<file path="config.mk">
export PLATFORM = sky130hd
export DESIGN_NAME = wordcount_result_packer
export DESIGN_NICKNAME = d
export VERILOG_FILES = /design/src/rtl/wordcount_result_packer.sv
export SDC_FILE = /design/constraint.sdc
export NUM_CORES = 2
export LEC_CHECK = 0
export ABC_AREA = 0
export CAP_MARGIN = 15
export CORE_MARGIN = 10
export CORE_UTILIZATION = 60
export DETAILED_ROUTE_END_ITERATION = 12
export DONT_BUFFER_PORTS = 1
export PLACE_DENSITY_LB_ADDON = 0.1
export SLEW_MARGIN = 5
export SYNTH_ARGS = -nofsm -noshare
export SYNTH_HDL_FRONTEND = slang
export SYNTH_SLANG_ARGS = --single-unit
</file>
<file path="constraint.sdc">
create_clock -name ap_clk -period 6.5 [get_ports ap_clk]
set_input_delay 0.975 -clock ap_clk [delete_from_list [all_inputs] [get_ports ap_clk]]
set_output_delay 0.975 -clock ap_clk [all_outputs]
set_load 0.01 [all_outputs]
</file>
<file path="src/rtl/wordcount_result_packer.sv">
// Packs {key, count} records from the word-count core into full-width AXI-Stream beats.
// Optional trailer beat {beat_total, rec_total} enabled by defining WORDCOUNT_PACKER_TRAILER_EN.
module wordcount_result_packer #(
  parameter int C_DATA_WIDTH  = 512,
  parameter int C_KEY_WIDTH   = 32,
  parameter int C_COUNT_WIDTH = 32
) (
  input  logic                     ap_clk,
  input  logic                     ap_rst_n,
  input  logic                     start,
  output logic                     busy,
  output logic                     done,
  input  logic                     s_rec_valid,
  output logic                     s_rec_ready,
  input  logic [C_KEY_WIDTH-1:0]   s_rec_key,
  input  logic [C_COUNT_WIDTH-1:0] s_rec_count,
  input  logic                     s_rec_last,
  output logic                     m_axis_tvalid,
  input  logic                     m_axis_tready,
  output logic [C_DATA_WIDTH-1:0]  m_axis_tdata,
  output logic                     m_axis_tlast,
  output logic [31:0]              rec_total,
  output logic [31:0]              beat_total
);

  localparam int REC_W  = C_KEY_WIDTH + C_COUNT_WIDTH;
  localparam int RPB    = C_DATA_WIDTH / REC_W;
  localparam int SLOT_W = (RPB > 1) ? $clog2(RPB) : 1;

`ifdef WORDCOUNT_PACKER_TRAILER_EN
  typedef enum logic [1:0] {IDLE = 2'd0, FILL = 2'd1, TRAILER = 2'd2, DONE = 2'd3} state_t;
`else
  typedef enum logic [1:0] {IDLE = 2'd0, FILL = 2'd1, DONE = 2'd3} state_t;
`endif

  state_t                  state, state_next;
  logic [SLOT_W-1:0]       slot;
  logic                    last_seen;
  logic [C_DATA_WIDTH-1:0] acc;
  logic [C_DATA_WIDTH-1:0] acc_ins;
  logic                    rec_fire;
  logic                    out_fire;
  logic                    beat_fire;
  logic                    final_fire;
`ifdef WORDCOUNT_PACKER_TRAILER_EN
  logic [C_DATA_WIDTH-1:0] trailer;
`endif

  function automatic logic [C_DATA_WIDTH-1:0] pack_rec(
    input logic [C_DATA_WIDTH-1:0]  base,
    input logic [SLOT_W-1:0]        idx,
    input logic [C_KEY_WIDTH-1:0]   key,
    input logic [C_COUNT_WIDTH-1:0] count
  );
    logic [C_DATA_WIDTH-1:0] r;
    r = base;
    r[int'(idx)*REC_W +: REC_W] = {key, count};
    return r;
  endfunction

  // Records are refused once the final record is in, until the job retires.
  assign s_rec_ready = (state == FILL) && !last_seen && (!m_axis_tvalid || m_axis_tready);
  assign busy        = (state != IDLE);
  assign done        = (state == DONE);

  always_comb begin
    rec_fire   = s_rec_valid && s_rec_ready;
    out_fire   = m_axis_tvalid && m_axis_tready;
    beat_fire  = rec_fire && ((slot == SLOT_W'(RPB - 1)) || s_rec_last);
    acc_ins    = pack_rec(acc, slot, s_rec_key, s_rec_count);
    final_fire = (state == FILL) && last_seen && out_fire;
`ifdef WORDCOUNT_PACKER_TRAILER_EN
    trailer        = '0;
    trailer[31:0]  = rec_total;
    trailer[63:32] = beat_total;
`endif
    state_next = state;
    case (state)
      IDLE: if (start) state_next = FILL;
`ifdef WORDCOUNT_PACKER_TRAILER_EN
      FILL: if (final_fire) state_next = TRAILER;
      TRAILER: if (out_fire) state_next = DONE;
`else
      FILL: if (final_fire) state_next = DONE;
`endif
      DONE: state_next = IDLE;
      default: state_next = IDLE;
    endcase
  end

  always_ff @(posedge ap_clk or negedge ap_rst_n) begin
    if (!ap_rst_n) begin
      state         <= IDLE;
      slot          <= '0;
      last_seen     <= 1'b0;
      rec_total     <= '0;
      beat_total    <= '0;
      m_axis_tvalid <= 1'b0;
      m_axis_tlast  <= 1'b0;
      m_axis_tdata  <= '0;
    end else begin
      state <= state_next;
      if ((state == IDLE) && start) begin
        slot       <= '0;
        last_seen  <= 1'b0;
        rec_total  <= '0;
        beat_total <= '0;
      end
      if (rec_fire) begin
        rec_total <= rec_total + 32'd1;
        if (beat_fire) begin
          slot       <= '0;
          beat_total <= beat_total + 32'd1;
          last_seen  <= s_rec_last;
        end else begin
          slot <= slot + SLOT_W'(1);
        end
      end
      // Output register: a completing beat may reload it on the same edge as a handshake.
      if (beat_fire) begin
        m_axis_tdata  <= acc_ins;
        m_axis_tvalid <= 1'b1;
`ifdef WORDCOUNT_PACKER_TRAILER_EN
        m_axis_tlast  <= 1'b0;
`else
        m_axis_tlast  <= s_rec_last;
`endif
      end
`ifdef WORDCOUNT_PACKER_TRAILER_EN
      else if (final_fire) begin
        m_axis_tdata  <= trailer;
        m_axis_tvalid <= 1'b1;
        m_axis_tlast  <= 1'b1;
      end
`endif
      else if (out_fire) begin
        m_axis_tvalid <= 1'b0;
        m_axis_tlast  <= 1'b0;
      end
    end
  end

  // Accumulator is cleared at job start, so it needs no reset.
  always_ff @(posedge ap_clk) begin
    if ((state == IDLE) && start) begin
      acc <= '0;
    end else if (beat_fire) begin
      acc <= '0;
    end else if (rec_fire) begin
      acc <= acc_ins;
    end
  end

endmodule

</file>
### Word-level counts from Yosys, hierarchy flattened

Cells that the tools add are included.

| operators by class | value |
|---|---|
| add/sub/neg operators | 4 |
| muxes and demuxes | 18 |
| reduce and logical (&&, ||, !) cells | 18 |
| equality and inequality tests | 5 |
| shift operators | 2 |

Operator list:

| kind | number |
|---|---|
| $bwmux 512 | 1 |
| $shift 64x33->512 const A | 1 |
| $shiftx 64x33->512 | 1 |
| $mux 32 | 5 |
| $add 32x1->32 const B | 2 |
| $neg 9->33 | 1 |
| $mux 3 | 3 |
| $logic_and 1x1->1 | 8 |
| $mux 1 | 6 |
| $reduce_bool 2->1 | 3 |
| $mux 2 | 2 |
| $ne 2x2->1 const B | 2 |
| $pmux 2 s2 | 1 |
| $add 3x1->3 const B | 1 |
| $eq 3x3->1 const B | 1 |
| $eq 2x1->1 const B | 1 |
| $eq 2x2->1 const B | 1 |
| $logic_not 1->1 | 2 |
| $logic_not 2->1 | 1 |
| $logic_or 1x1->1 | 2 |
| $reduce_and 2->1 | 1 |
| $reduce_or 2->1 | 1 |

| storage, ports and cells | value |
|---|---|
| bits of input ports | 70 |
| word-level logic and storage cells | 56 |
| output and inout bits | 581 |
| flip-flop bits (word level) | 1096 |

### Depth between registers and ports, before layout

| depth | value |
|---|---|
| word-level depth | 7 |
| depth in mapped cells | 11 |
| gate-level depth less buffers | 8 |

### Worst setup path before layout

No wires, ideal clock.

| timing path | value |
|---|---|
| path type | input to output |
| start | in m_axis_tready |
| end | out s_rec_ready |
| data required time | 5.525 ns |
| cell stages on the path | 2 |
| setup slack | 3.889 ns |
| data arrival time | 1.636 ns |
| path buffers | 0 |
| cell sequence | nand2b_1 -> nor4bb_1 |

| between the ends | value |
|---|---|
| word-level cells in the longest chain between the ends | 2 |

Ends and longest elaborated chain:

| what | RTL line | RTL |
|---|---|---|
| start: declaration | 19 | `input logic m_axis_tready,` |
| $logic_or 1x1->1 | 62 | `assign s_rec_ready = (state == FILL) && !last_seen && (!m_axis_tvalid \|\| m_axis_tready);` |
| $logic_and 1x1->1 | 62 |  |
| end: declaration | 14 | `output logic s_rec_ready,` |

Every way passes these cells.

### Worst setup path in the final report

| timing path | value |
|---|---|
| start | reg slot[0] |
| end | reg acc[315] |

| between the ends | value |
|---|---|
| word-level cells in the longest chain between the ends | 4 |
| elaborated cells on any way between the ends | 8 |
| classes of those cells | add/sub: 1; eq/ne: 1; shift: 2; mux: 1; reduce/logical: 3 |

Ends and longest elaborated chain:

| what | RTL line | RTL |
|---|---|---|
| start: declaration | 37 | `logic [SLOT_W-1:0] slot;` |
| start signal: assignment | 116 | `slot <= slot + SLOT_W'(1);` |
| branches (longest 4 deep; another with $neg 9->33) | -- |  |
| end signal: assignment | 150 | `acc <= acc_ins;` |
| end: declaration | 39 | `logic [C_DATA_WIDTH-1:0] acc;` |

Parallel ways; which one is timed is not known.
A chain may end at the register's enable or synchronous reset.

==> impl_metrics.json <==
{
  "critPathKind": "reg2reg",
  "vias": 39495,
  "grt.met2_usage_pct": 51.3,
  "critPathArrivalTime_ps": 4920,
  "use_met3_pct": 11.4,
  "drc": 0,
  "seqCellArea_um2": 24900,
  "max_cap_viol_count": 0,
  "path_clk_slew_ps": 60,
  "syn_avg_cell_area_um2": 8.15,
  "setup_viol": 0,
  "grt_busiest_layer": "met2",
  "synthArstFlopShare_pct": 53.3,
  "post_cts_buffers": 0,
  "final_common_cell": "nand2_1",
  "r2r-start": "slot[0]",
  "grtUsageTotal_pct": 34.0,
  "grt_pass1_vias": 35929,
  "grt_overflow": 0,
  "violations": "max-slew violations",
  "peakVddDrop_mv": 0.409,
  "r2r_cells": 10,
  "die-height_um": 296,
  "cp_max_fo": 46,
  "antenna_found_initial": 1,
  "rows": 101,
  "grt.met1_usage_pct": 44.0,
  "nets": 5316,
  "first_pass_iters": 6,
  "hold_slack_ps": 36.5,
  "synth-simple-area-share_pct": 23.4,
  "r2r_end": "acc[315]",
  "finClkSkew_ps": 16.9,
  "p_leak_nw": 18.5,
  "ys_ff_latch": 1096,
  "cts-root-buf": "clkbuf_16",
  "die_w_um": 296,
  "slew_violations": 57,
  "synth-compound-area-share_pct": 15.2,
  "max_freq_ghz": 0.231,
  "cts.sinks": 1096,
  "initial_utilization_pct": 60.4,
  "gp_congestion": 0.856,
  "start_kind": "flop",
  "synth_edf_count": 0,
  "synth_xor_area_share_pct": 0.0192,
  "relSlewSlack_pct": -2.29,
  "wl_per_cell_um": 24.4,
  "synth_top_family_by_area": "simple AND/OR/NAND/NOR gates",
  "grt_max_degree": 584,
  "syn_nets": 5688,
  "cts_tree": "yes",
  "die_area_um2": 87700,
  "path_cells": "inv_1 > ha_1 > ha_1 > nor4b_1 > o21ai_4 > buf_4 > nor2_4 > buf_4 > nand3_1 > a21oi_1",
  "crit_required_ps": 7090,
  "cts_buffer_depth": 3,
  "synthMuxAreaShare_pct": 1.84,
  "period_needed_ps": 4330,
  "hold_class": "in2async",
  "drt_iter0_drc": 4063,
  "routed_via_density": 6.26,
  "areaGrowthSynthToFinish_pct": 7.56,
  "grt_pass1_wl_um": 231000,
  "fin_crit_sh_pct": 66.6,
  "layout_common_cells": "1205 x nand2_1, 707 x a21oi_1, 678 x nand3_1",
  "rsz0062_at_grt": "no",
  "postRouteWirelength_um": 154000,
  "worst_slew_pin_slew_ps": 1530,
  "status": "complete, but fails checks",
  "synthFlopType": "dfrtp_1",
  "power_density_nw_per_um2": 433,
  "clock_latency_ps": 660,
  "r2r_slack_ps": 2170,
  "antenna_left": 0,
  "cp_num_buf_inv": 3,
  "cp-end-kind": "flop",
  "final.setup.worst_slack_ps": 2170,
  "seq_area_frac_synth_pct": 54.4,
  "io_pins": 651,
  "fill_cells": 6491,
  "drive_above_1_share_pct": 5.25,
  "core_um2": 75700,
  "critPathTopFamily": "buffers and inverters",
  "finalHoldViolations": 0,
  "dp_hpwl_um": 95400,
  "cts_buffers": 111,
  "htree_levels": 3,
  "netlist_area_um2": 45700,
  "max_stage_delay_ps": 610,
  "place.port_buffers": 0,
  "final.setup.tns_ps": 0,
  "synth_cell_types": 45,
  "multi_input_area_um2": 18800,
  "worst_path_max_delay_cell": "dfrtp_1",
  "synthAdderAreaFrac_pct": 0.274,
  "syn_inst": 5608,
  "pre_cts_slack_ps": 2290,
  "yosys_warnings": 0
}
## kinds of logic (layout without fill, tap and decap cells)
| group | count (synthesis) | in the layout |
|---|---|---|
| AOI/OAI and AO/OA | 1295 | 1295 |
| xor gates and xnor gates | 1 | 1 |
| adders and majority gates | 10 | 10 |
| buffers and inverters | 554 | 280 |
| DFF | 1096 | 1096 |
| muxes | 84 | 84 |
| other | 0 | 1 |
| and+or+nand+nor | 2568 | 2568 |
## synth_stat cells (2+ instances only)
library cell	n	area, µm²
o21ai_0	282	1410
buf_1	23	86.3
nand4_1	24	150
and3b_1	3	26.3
nand3_1	682	3410
nand3b_1	2	15.0
nor3b_1	2	15.0
and4_1	5	43.8
nand2b_1	2	12.5
and3_1	8	50.1
buf_6	19	214
nor3_1	4	20.0
a21oi_1	707	3540
or2_2	3	18.8
buf_2	9	45.0
o211ai_1	19	143
dfrtp_1	584	14600
and2_1	7	43.8
nor4_1	2	12.5
nor2_1	603	2260
clkbuf_1	491	1840
inv_1	11	41.3
a22o_1	2	17.5
a31oi_1	258	1610
o31ai_1	21	158
o31a_1	2	17.5
or3_1	3	18.8
mux2i_1	84	841
dfxtp_1	512	10200
nand2_1	1210	4540
ha_1	10	125
## worst register-to-register path: cells and delay by family (launching register included)
family | cells | cell delay [ps]
flip-flops | 1 | 610
buffers and inverters | 3 | 1150
AND/OR/NAND/NOR | 3 | 1110
AO/OA/AOI/OAI | 2 | 530
adder cells (fa/ha/maj) | 2 | 860
## layer usage
metal,up-vias,part of all wire [%],wire (µm)
met1,19136,39,59800
met2,1747,45,69100
met5,-,0,0
met3,352,12,18000
li1,18260,-,-
met4,0,4.8,7360
## registers in the layout, indices dropped and copies added, names as in the netlist
register,cells
beat_total,32
m_axis_tdata,512
m_axis_tvalid,1
acc,512
slot,3
m_axis_tlast,1
state,2
last_seen,1
rec_total,32
## how the worst max path moves through the flow
| stage | start | end | cells after the start | slack [ps] |
|---|---|---|---|---|
| floorplan | m_axis_tready | s_rec_ready | 2 | 3890 |
| global route | slot[0] | acc[285] | 10 | 1830 |
| finish | slot[0] | acc[315] | 10 | 2170 |
| CTS | slot[0] | acc[315] | 10 | 2260 |
| global placement | slot[0] | acc[292] | 10 | 2470 |
| detailed placement | slot[0] | acc[315] | 10 | 2290 |
## final cells by class
type	count	share of cell area, %
sequential	1096	50.5
multi-input combinational	3958	38.2
clock buffer	157	6.65
tap	978	2.49
timing repair buffer	58	1.10
clock inverter	54	0.944
inverter	11	0.0839
antenna	1	0.00509
## what timing repair did
item | CTS | global route
hold buffers | 1 | 1
gates resized for setup | 0 | 0
endpoints found under the hold margin | 2 | 8
## per-stage QoR
step / power, W / instances / area, µm² / util (%)
final: 0.0213 / 6313 / 49200 / 65.0
after global routing: 0.0223 / 6312 / 49200 / 65.0
after CTS: 0.0213 / 6311 / 49200 / 65.0
after detailed placement: 0.0149 / 6099 / 45400 / 60.0
after global placement: 0.0147 / 6099 / 45400 / 60.0
after floorplan: 0.0132 / 5608 / 45700 / -
## power breakdown
group          switching [W]  internal (W)  leakage, nW
Clock                0.00275       0.00375         1.85
Combinational        0.00323       0.00140         4.94
Sequential           0.00204       0.00811         11.7
No activity file was read; power rests on OpenSTA's default activity.
